<file path="src/rtl/segway_spi_pkg.sv">
// segway_spi_pkg: SPI arbiter state type, SS_n select codes (ss_sel decode) and default timeout
package segway_spi_pkg;
  typedef enum logic [1:0] {IDLE, LAUNCH, BUSY, GAP} arb_state_t;
  localparam logic SEL_INERT = 1'b0;
  localparam logic SEL_A2D = 1'b1;
  localparam int DEF_TIMEOUT = 4096;
endpackage

</file>
<file path="src/rtl/arb_timer.sv">
// arb_timer: shared up-counter (clk, rst, clr, inc) flagging hit when the count equals term
module arb_timer #(
  parameter int W = 12
) (
  input  logic         clk,
  input  logic         rst,
  input  logic         clr,
  input  logic         inc,
  input  logic [W-1:0] term,
  output logic         hit
);
  logic [W-1:0] cnt;
  always_ff @(posedge clk)
    if (rst || clr) cnt <= '0;
    else if (inc) cnt <= cnt + W'(1);
  assign hit = cnt == term;
endmodule

</file>
<file path="src/rtl/spi_bus_arb.sv">
// spi_bus_arb: shares one SPI master between inertial/A2D requesters (req/cmd in, gnt/done/rd_data out; wrt/cmd/spi_done/spi_rd_data to master; ss_sel, tmo_err)
module spi_bus_arb
  import segway_spi_pkg::*;
#(
  parameter int TIMEOUT = DEF_TIMEOUT,
  parameter int GAP_CYC = 4,
  parameter int MAX_CONSEC = 4
) (
  input  logic        clk,
  input  logic        rst,
  input  logic        req_inert,
  input  logic [15:0] cmd_inert,
  input  logic        req_a2d,
  input  logic [15:0] cmd_a2d,
  output logic        gnt_inert,
  output logic        gnt_a2d,
  output logic        done_inert,
  output logic        done_a2d,
  output logic [15:0] rd_data,
  output logic        wrt,
  output logic [15:0] cmd,
  input  logic        spi_done,
  input  logic [15:0] spi_rd_data,
  output logic        ss_sel,
  output logic        tmo_err
);
  localparam int TW = $clog2(TIMEOUT > GAP_CYC ? TIMEOUT : GAP_CYC);
  localparam int CW = $clog2(MAX_CONSEC + 1);
  arb_state_t state, state_n;
  logic [CW-1:0] consec, consec_n;
  logic gnt_inert_n, gnt_a2d_n, done_inert_n, done_a2d_n, wrt_n, ss_sel_n, tmo_err_n;
  logic [15:0] rd_data_n, cmd_n;
  logic grant, pick_a2d, fin, tmr_hit;
  // Timer is cleared on the grant edge so it reads 0 in LAUNCH; the abort then
  // lands exactly TIMEOUT cycles after wrt. The same counter times the GAP.
  arb_timer #(.W(TW)) u_timer (
    .clk  (clk),
    .rst  (rst),
    .clr  (grant | fin),
    .inc  (state != IDLE),
    .term (state == GAP ? TW'(GAP_CYC - 1) : TW'(TIMEOUT - 1)),
    .hit  (tmr_hit)
  );
  always_ff @(posedge clk)
    if (rst) begin
      state <= IDLE;
      consec <= '0;
      gnt_inert <= 1'b0;
      gnt_a2d <= 1'b0;
      done_inert <= 1'b0;
      done_a2d <= 1'b0;
      rd_data <= 16'h0000;
      wrt <= 1'b0;
      cmd <= 16'h0000;
      ss_sel <= SEL_INERT;
      tmo_err <= 1'b0;
    end else begin
      state <= state_n;
      consec <= consec_n;
      gnt_inert <= gnt_inert_n;
      gnt_a2d <= gnt_a2d_n;
      done_inert <= done_inert_n;
      done_a2d <= done_a2d_n;
      rd_data <= rd_data_n;
      wrt <= wrt_n;
      cmd <= cmd_n;
      ss_sel <= ss_sel_n;
      tmo_err <= tmo_err_n;
    end
  always_comb begin
    state_n = state;
    case (state)
      IDLE:    state_n = (req_inert | req_a2d) ? LAUNCH : IDLE;
      LAUNCH:  state_n = BUSY;
      BUSY:    state_n = (spi_done | tmr_hit) ? GAP : BUSY;
      GAP:     state_n = tmr_hit ? IDLE : GAP;
      default: state_n = IDLE;
    endcase
  end
  // A2D only beats a simultaneous inertial request once inertial has had
  // MAX_CONSEC back-to-back grants while A2D was waiting.
  always_comb begin
    grant = state == IDLE && (req_inert | req_a2d);
    pick_a2d = req_a2d && (!req_inert || consec == CW'(MAX_CONSEC));
    fin = state == BUSY && (spi_done | tmr_hit);
    consec_n = !grant ? consec :
               (pick_a2d || !req_a2d) ? '0 :
               (consec == CW'(MAX_CONSEC)) ? consec : consec + CW'(1);
    gnt_inert_n = grant ? !pick_a2d : fin ? 1'b0 : gnt_inert;
    gnt_a2d_n = grant ? pick_a2d : fin ? 1'b0 : gnt_a2d;
    ss_sel_n = grant ? (pick_a2d ? SEL_A2D : SEL_INERT) : ss_sel;
    cmd_n = grant ? (pick_a2d ? cmd_a2d : cmd_inert) : cmd;
    wrt_n = grant;
    done_inert_n = fin & gnt_inert;
    done_a2d_n = fin & gnt_a2d;
    tmo_err_n = state == BUSY && !spi_done && tmr_hit;
    rd_data_n = fin ? (spi_done ? spi_rd_data : 16'h0000) : rd_data;
  end
endmodule

</file>
<file path="config.mk">
export PLATFORM = sky130hd
export DESIGN_NAME = spi_bus_arb
export DESIGN_NICKNAME = d
export VERILOG_FILES = /design/src/rtl/segway_spi_pkg.sv /design/src/rtl/arb_timer.sv /design/src/rtl/spi_bus_arb.sv
export SDC_FILE = /design/constraint.sdc
export NUM_CORES = 1
export LEC_CHECK = 0
export BUFFER_PORTS_ARGS = -buffer_cell sky130_fd_sc_hd__buf_4
export CELL_PAD_IN_SITES_DETAIL_PLACEMENT = 1
export CELL_PAD_IN_SITES_GLOBAL_PLACEMENT = 1
export CORE_ASPECT_RATIO = 2
export CORE_MARGIN = 4
export CORE_UTILIZATION = 35
export CTS_CLUSTER_DIAMETER = 150
export CTS_CLUSTER_SIZE = 40
export DETAILED_ROUTE_END_ITERATION = 10
export GPL_TIMING_DRIVEN = 0
export PLACE_DENSITY_LB_ADDON = 0.1
export SETUP_SLACK_MARGIN = 0.5
export SYNTH_ARGS = -nofsm -noshare
export SYNTH_HDL_FRONTEND = slang
export SYNTH_SLANG_ARGS = --single-unit
</file>
<file path="constraint.sdc">
create_clock -name clk -period 2 [get_ports clk]
set_input_delay 0.3 -clock clk [delete_from_list [all_inputs] [get_ports clk]]
set_output_delay 0.3 -clock clk [all_outputs]
set_load 0.05 [all_outputs]
</file>
== Word level (Yosys, flattened, before mapping) ==
Index checks and enable logic that the tools add are counted.

* $add $sub $neg: 2
* $mul: 0
* Div/mod/pow operators: 0
* Order comparisons: 0
* Eq/ne operators: 6
* Shifts and indexed selects: 0
* Mux-type cells: 13
* Bitwise gates (word level): 5
* Reduce and logical (&&, ||, !) cells: 16

{| class="wikitable"
|+ Operators with widths
! operator !! count
|-
| 16-bit 2-to-1 mux || 2
|-
| 12-bit by 1-bit adder with 12-bit output (second input constant) || 1
|-
| 12-bit equality test || 1
|-
| 12-bit 2-to-1 mux || 1
|-
| 2-bit case mux with 4 select lines || 1
|-
| 1-bit 2-to-1 mux || 6
|-
| 3-bit 2-to-1 mux || 2
|-
| 1-bit logical AND || 5
|-
| 2-bit equality test (second input constant) || 2
|-
| 1-bit zero test || 4
|-
| 2-bit nonzero test || 2
|-
| 3-bit by 1-bit adder with 3-bit output (second input constant) || 1
|-
| 3-bit equality test (second input constant) || 1
|-
| 1-bit logical OR || 3
|-
| 1-bit bitwise OR || 3
|-
| 1-bit bitwise AND || 2
|-
| 2-bit by 1-bit equality test with 1-bit output (second input constant) || 1
|-
| 2-bit zero test || 1
|-
| 2-bit 2-to-1 mux || 1
|-
| 2-bit by 1-bit inequality test with 1-bit output (second input constant) || 1
|-
| 2-bit AND reduction || 1
|}

* Flip-flop bits (word level): 56
* Latch bits: 0
* Bits in writable memories: 0
* Memory bits (read-only): 0
* Input bits: 53
* Output and inout port bits: 39
* Logic and storage cells: 54
* Memories kept: 0

== Logic depth before layout (Yosys ltp) ==
* Word-level depth: 7
* Mapped depth: 8
* Mapped depth without buffers: 6

== By module ==
From an unflattened synthesis, not the netlist that was laid out.

* Cell total of the unflattened synthesis: 303
* Area total of the unflattened synthesis: 2,601.2 µm²

{| class="wikitable"
|+ By module, submodules not included
! module !! times used !! cells an instance !! area an instance (µm²) !! sequential area each (µm²)
|-
| spi_bus_arb || 1 || 226 || 1,913.1 || 880.8
|-
| arb_timer || 1 || 77 || 688.2 || 240.2
|}

== Worst setup path after synthesis ==
OpenSTA, ideal clock, no wires.

* Path type: register to register
* From: reg consec[0]
* To: reg cmd[10]
* Library setup time: 128 ps
* Arrival: 1,530 ps
* Data required time: 1,872 ps
* Setup slack: 342 ps
* Stages on the path, launching flop included: 9
* Buffers on the path: 2
* Period minus slack after synthesis: 1,658 ps
* Path through: dfxtp_1 > inv_1 > ha_1 > a21bo_2 > and3_1 > buf_2 > buf_2 > a222oi_1 > nor2_1

* Word-level cells in the longest chain between the ends: 4

{| class="wikitable"
|+ RTL lines
! element !! RTL line !! text
|-
| from (decl) || spi_bus_arb.sv:30 || <nowiki>logic [CW-1:0] consec, consec_n;</nowiki>
|-
| from (signal assigned) || spi_bus_arb.sv:59 || <nowiki>consec <= consec_n;</nowiki>
|-
| 3-bit equality test || spi_bus_arb.sv:84 || <nowiki>pick_a2d = req_a2d && (!req_inert || consec == CW'(MAX_CONSEC));</nowiki>
|-
| 1-bit logical OR || spi_bus_arb.sv:84 ||
|-
| 1-bit logical AND || spi_bus_arb.sv:84 ||
|-
| 16-bit 2-to-1 mux || spi_bus_arb.sv:92 || <nowiki>cmd_n = grant ? (pick_a2d ? cmd_a2d : cmd_inert) : cmd;</nowiki>
|-
| to (signal assigned) || spi_bus_arb.sv:66 || <nowiki>cmd <= cmd_n;</nowiki>
|-
| to (decl) || spi_bus_arb.sv:21 || <nowiki>output logic [15:0] cmd,</nowiki>
|}

No other way between the ends.
A chain may end at the register's enable or synchronous reset.

== Worst setup path in the final report ==
* From: reg u_timer.cnt[1]
* To: reg rd_data[1]

* Word-level cells in the longest chain between the ends: 3

{| class="wikitable"
|+ RTL lines
! element !! RTL line !! text
|-
| from (decl) || arb_timer.sv:12 || <nowiki>logic [W-1:0] cnt;</nowiki>
|-
| from (signal assigned) || arb_timer.sv:15 || <nowiki>else if (inc) cnt <= cnt + W'(1);</nowiki>
|-
| 12-bit equality test || arb_timer.sv:16 || <nowiki>assign hit = cnt == term;</nowiki>
|-
| 1-bit bitwise OR || spi_bus_arb.sv:85 || <nowiki>fin = state == BUSY && (spi_done | tmr_hit);</nowiki>
|-
| 1-bit logical AND || spi_bus_arb.sv:85 ||
|-
| to (signal assigned) || spi_bus_arb.sv:64 || <nowiki>rd_data <= rd_data_n;</nowiki>
|-
| to (decl) || spi_bus_arb.sv:19 || <nowiki>output logic [15:0] rd_data,</nowiki>
|}

No other way between the ends.

==> impl_metrics.env <==
export IMPL_outcome="complete, no violations"
export IMPL_grt_max_degree=17
export IMPL_p_sw_share_pct=31.3
export IMPL_grtUsageTotal_pct=19.7
export IMPL_synth_avg_cell_area_um2=10.3
export IMPL_p_comb_share_pct=29.5
export IMPL_hold_violations=0
export IMPL_die_area_um2=7920
export IMPL_seq_area_frac_synth_pct=49.4
export IMPL_critPathRequiredTime_ns=2.18
export IMPL_end_kind="register"
export IMPL_ys_flop_type="dfxtp_1"
export IMPL_vdd_drop_max_uv=620
export IMPL_internal_power_mw=2.04
export IMPL_avgRoutedWirePerCell_um=17.6
export IMPL_r2r_end="rd_data[1]"
export IMPL_grt_pass1_wl_um=12100
export IMPL_holdPathStages=2
export IMPL_firstDrtPassIters=4
export IMPL_clock_latency_ns=0.29
export IMPL_cts_tree="built"
export IMPL_min_path_type="input pin to register"
export IMPL_wl_met3_um=411
export IMPL_die_h_um=122
export IMPL_synth_distinct_cells=39
export IMPL_yosys_area_top_type="dfxtp_1"
export IMPL_critical_path_max_stage_delay_ns=0.36
export IMPL_setup_viol=0
export IMPL_synth_edf_count=0
export IMPL_num_io_pins=92
export IMPL_routed_via_density=5.16
export IMPL_row_count=41
export IMPL_routabilityCongestion=0.733
export IMPL_hold_path_endpoint="rd_data[4]"
export IMPL_syn_num_nets=276
export IMPL_final_layout_size_suffix_gt1_share_pct=52.3
export IMPL_cts_sinks=56
export IMPL_reg2reg_from="u_timer.cnt[1]"
export IMPL_leakagePower_nw=1.52
export IMPL_fin_area_um2=3690
export IMPL_min_period_ns=1.69
export IMPL_dr_wl_met2_um=4600
export IMPL_ff2ff_setup_slack_ns=0.31
export IMPL_fin_cells=432
export IMPL_maxCapViolCount=0
export IMPL_power_density_nw_per_um2=807
export IMPL_setup_tns_ns=0
export IMPL_clock_root_buffer="clkbuf_16"
export IMPL_finClkSkew_ns=0.00660
export IMPL_start_kind="register"
export IMPL_io_buffers=91
export IMPL_yosys_register_bits=56
export IMPL_setup_slack_ns=0.308
export IMPL_p_clk_share_pct=28.8
export IMPL_synthCells=220
export IMPL_fin_crit_sh_pct=84.6
export IMPL_crit_buf_inv=2
export IMPL_place_inst=397
export IMPL_synth_area_leaders="dfxtp_1 49%, a222oi_1 7.1%, a22o_1 6.2%, nor2_4 6.0%, nor2_1 4.3%"
export IMPL_vias=2228
export IMPL_cts_clk_slew_worst_paths_ns=0.07
export IMPL_nets=402
export IMPL_tightestPinTransition_ns=0.688
export IMPL_slew_viol_final=0
export IMPL_wl_met1_um=2510
export IMPL_post_dp_cell_area_um2=3110
export IMPL_yosysTopAreaCellShare_pct=49.4
export IMPL_drt_iter0_drc=114
export IMPL_overflow=0
export IMPL_cp_top_family="compound AO/OA/AOI/OAI gates"
export IMPL_drc=0
export IMPL_fmax_ghz=0.591
export IMPL_yosys_warnings=0
export IMPL_ant_nets=0
export IMPL_critical_path_class="register to register"
export IMPL_cts_buffer_depth=2
export IMPL_crit_chain="ha_4, nand4_1, buf_4, o31ai_4, a21oi_4, buf_6, a22o_1"
export IMPL_areaGrowthSynthToFinish_pct=62.4
export IMPL_syn_area_um2=2270
export IMPL_seq_power_share_pct=41.7
export IMPL_start_util_pct=36.0
export IMPL_grt_pass1_vias=2441
export IMPL_dp_hpwl_um=5010
export IMPL_core_area_um2=6310
export IMPL_die_w_um=64.9
export IMPL_crit_fanout=5
export IMPL_reg2reg_depth=7
export IMPL_finalWirelength_um=7620
export IMPL_top_layer_used="met4"
export IMPL_crit_slowest_cell="dfxtp_2"
export IMPL_min_from="spi_rd_data[4]"
export IMPL_synthArstFlopShare_pct=0
export IMPL_p_switching_mw=0.932
export IMPL_place_ws_ns=0.255
export IMPL_rsz0062_at_grt="yes"
export IMPL_cts_buffers=5
export IMPL_cts_htree_levels=2
export IMPL_num_antenna_cells=0
export IMPL_arrival_ns=1.87
export IMPL_grt_antenna_before_repair=0
export IMPL_slew_headroom_pct=53.7
[registers in the layout, summed over array words and instances, names as in the netlist, 2 cells and up]
name         count
cmd             16
state            2
rd_data         16
u_timer.cnt     12
consec           3
[layer usage]
layer / GRT usage, % / vias to the layer above
li1: - / 1061
met1: 18.8 / 1093
met2: 39.4 / 66
met3: 4.80 / 8
met4: 6.49 / 0
met5: 0 / -
[Yosys cell counts, types with 2 or more instances]
master     n
o21ai_0    4
xnor2_1   10
nor2_4    12
nor4_1     4
ha_1       3
and3_1     3
clkbuf_1   5
nor2_1    26
buf_2      5
nand3_1    5
a222oi_1  16
a22o_1    16
nand2_1    6
a21oi_1    6
nand4_1    2
nor3_1     6
o22ai_1    2
dfxtp_1   56
inv_1     11
nand2b_1   3
[cells by family (layout without fill, tap and decap cells)]
kind of cell	Yosys count	in the layout	synth area share (%)
AO/OA/AOI/OAI	52	52	19.6
XOR/XNOR	11	11	4.24
flip-flops	56	56	49.4
AND/OR/NAND/NOR	75	75	20.6
buffers and inverters	23	149	4.58
adder cells (fa/ha/maj)	3	3	1.65
[layout make-up]
cell class                 count  area, um2
sequential                    56       1140
tap                           86        108
timing repair buffer         119        988
clock buffer                   5        125
fill                         734       2620
buffer                        12        121
multi-input combinational    141       1150
clock inverter                 2       12.5
inverter                      11       41.3
[worst max path at each step]
stage / cells past startpoint / slack (ns) / endpoint / from
finish: 7 / 0.31 / rd_data[1] / u_timer.cnt[1]
global route: 7 / 0.21 / u_timer.cnt[11] / u_timer.cnt[1]
CTS: 7 / 0.37 / rd_data[1] / u_timer.cnt[0]
detailed placement: 5 / 0.26 / cmd[10] / state[1]
global placement: 5 / 0.30 / cmd[10] / state[1]
floorplan: 8 / 0.49 / cmd[10] / consec[0]
[repair_timing]
action / CTS / global route
hold buffers: 0 / 0
endpoints found under the setup margin: 53 / 53
gates cloned: 4 / 0
resized for setup: 35 / 12
pin swaps: 33 / 13
setup buffers: 22 / 2
[through the flow]
stage | hold slack (ns) | power (mW) | util (%)
final | 0.215 | 2.98 | 58.4
after global routing | 0.213 | 3.10 | 58.4
after detailed placement | 0.459 | 1.96 | 49.3
after global placement | 0.450 | 1.95 | 49.3
after floorplan | 0.425 | 1.71 | -
after CTS | 0.210 | 2.98 | 57.5
[placed cells by master, fill, tap and decap left out, types with 2 or more instances in the layout]
cell and instances:
and3_4 2, buf_16 3, clkbuf_16 5, a21oi_1 5, nor3_1 5, ha_4 2, clkbuf_1 3, nor2_4 12
nand4_1 2, nand2_1 6, nor2_1 26, dfxtp_2 10, dfxtp_1 44, inv_1 8, inv_2 3, buf_6 8
nand3_2 2, o22ai_1 2, dfxtp_4 2, buf_4 110, nand2b_1 3, nor4_1 3, clkbuf_4 2, o21ai_0 3
nand3_1 3, a222oi_1 16, buf_8 3, buf_12 2, a22o_1 16, xnor2_1 10
[power groups by stage]
| stage | Clock, mW | Sequential, mW | Combinational (mW) |
|---|---|---|---|
| after floorplan | 0 | 1.46 | 0.252 |
| after global placement | 0 | 1.26 | 0.687 |
| after detailed placement | 0 | 1.26 | 0.698 |
| after CTS | 0.881 | 1.24 | 0.861 |
| after global routing | 0.917 | 1.25 | 0.932 |
| final | 0.857 | 1.24 | 0.877 |
Note: power is estimated with default switching activity, not from simulation.
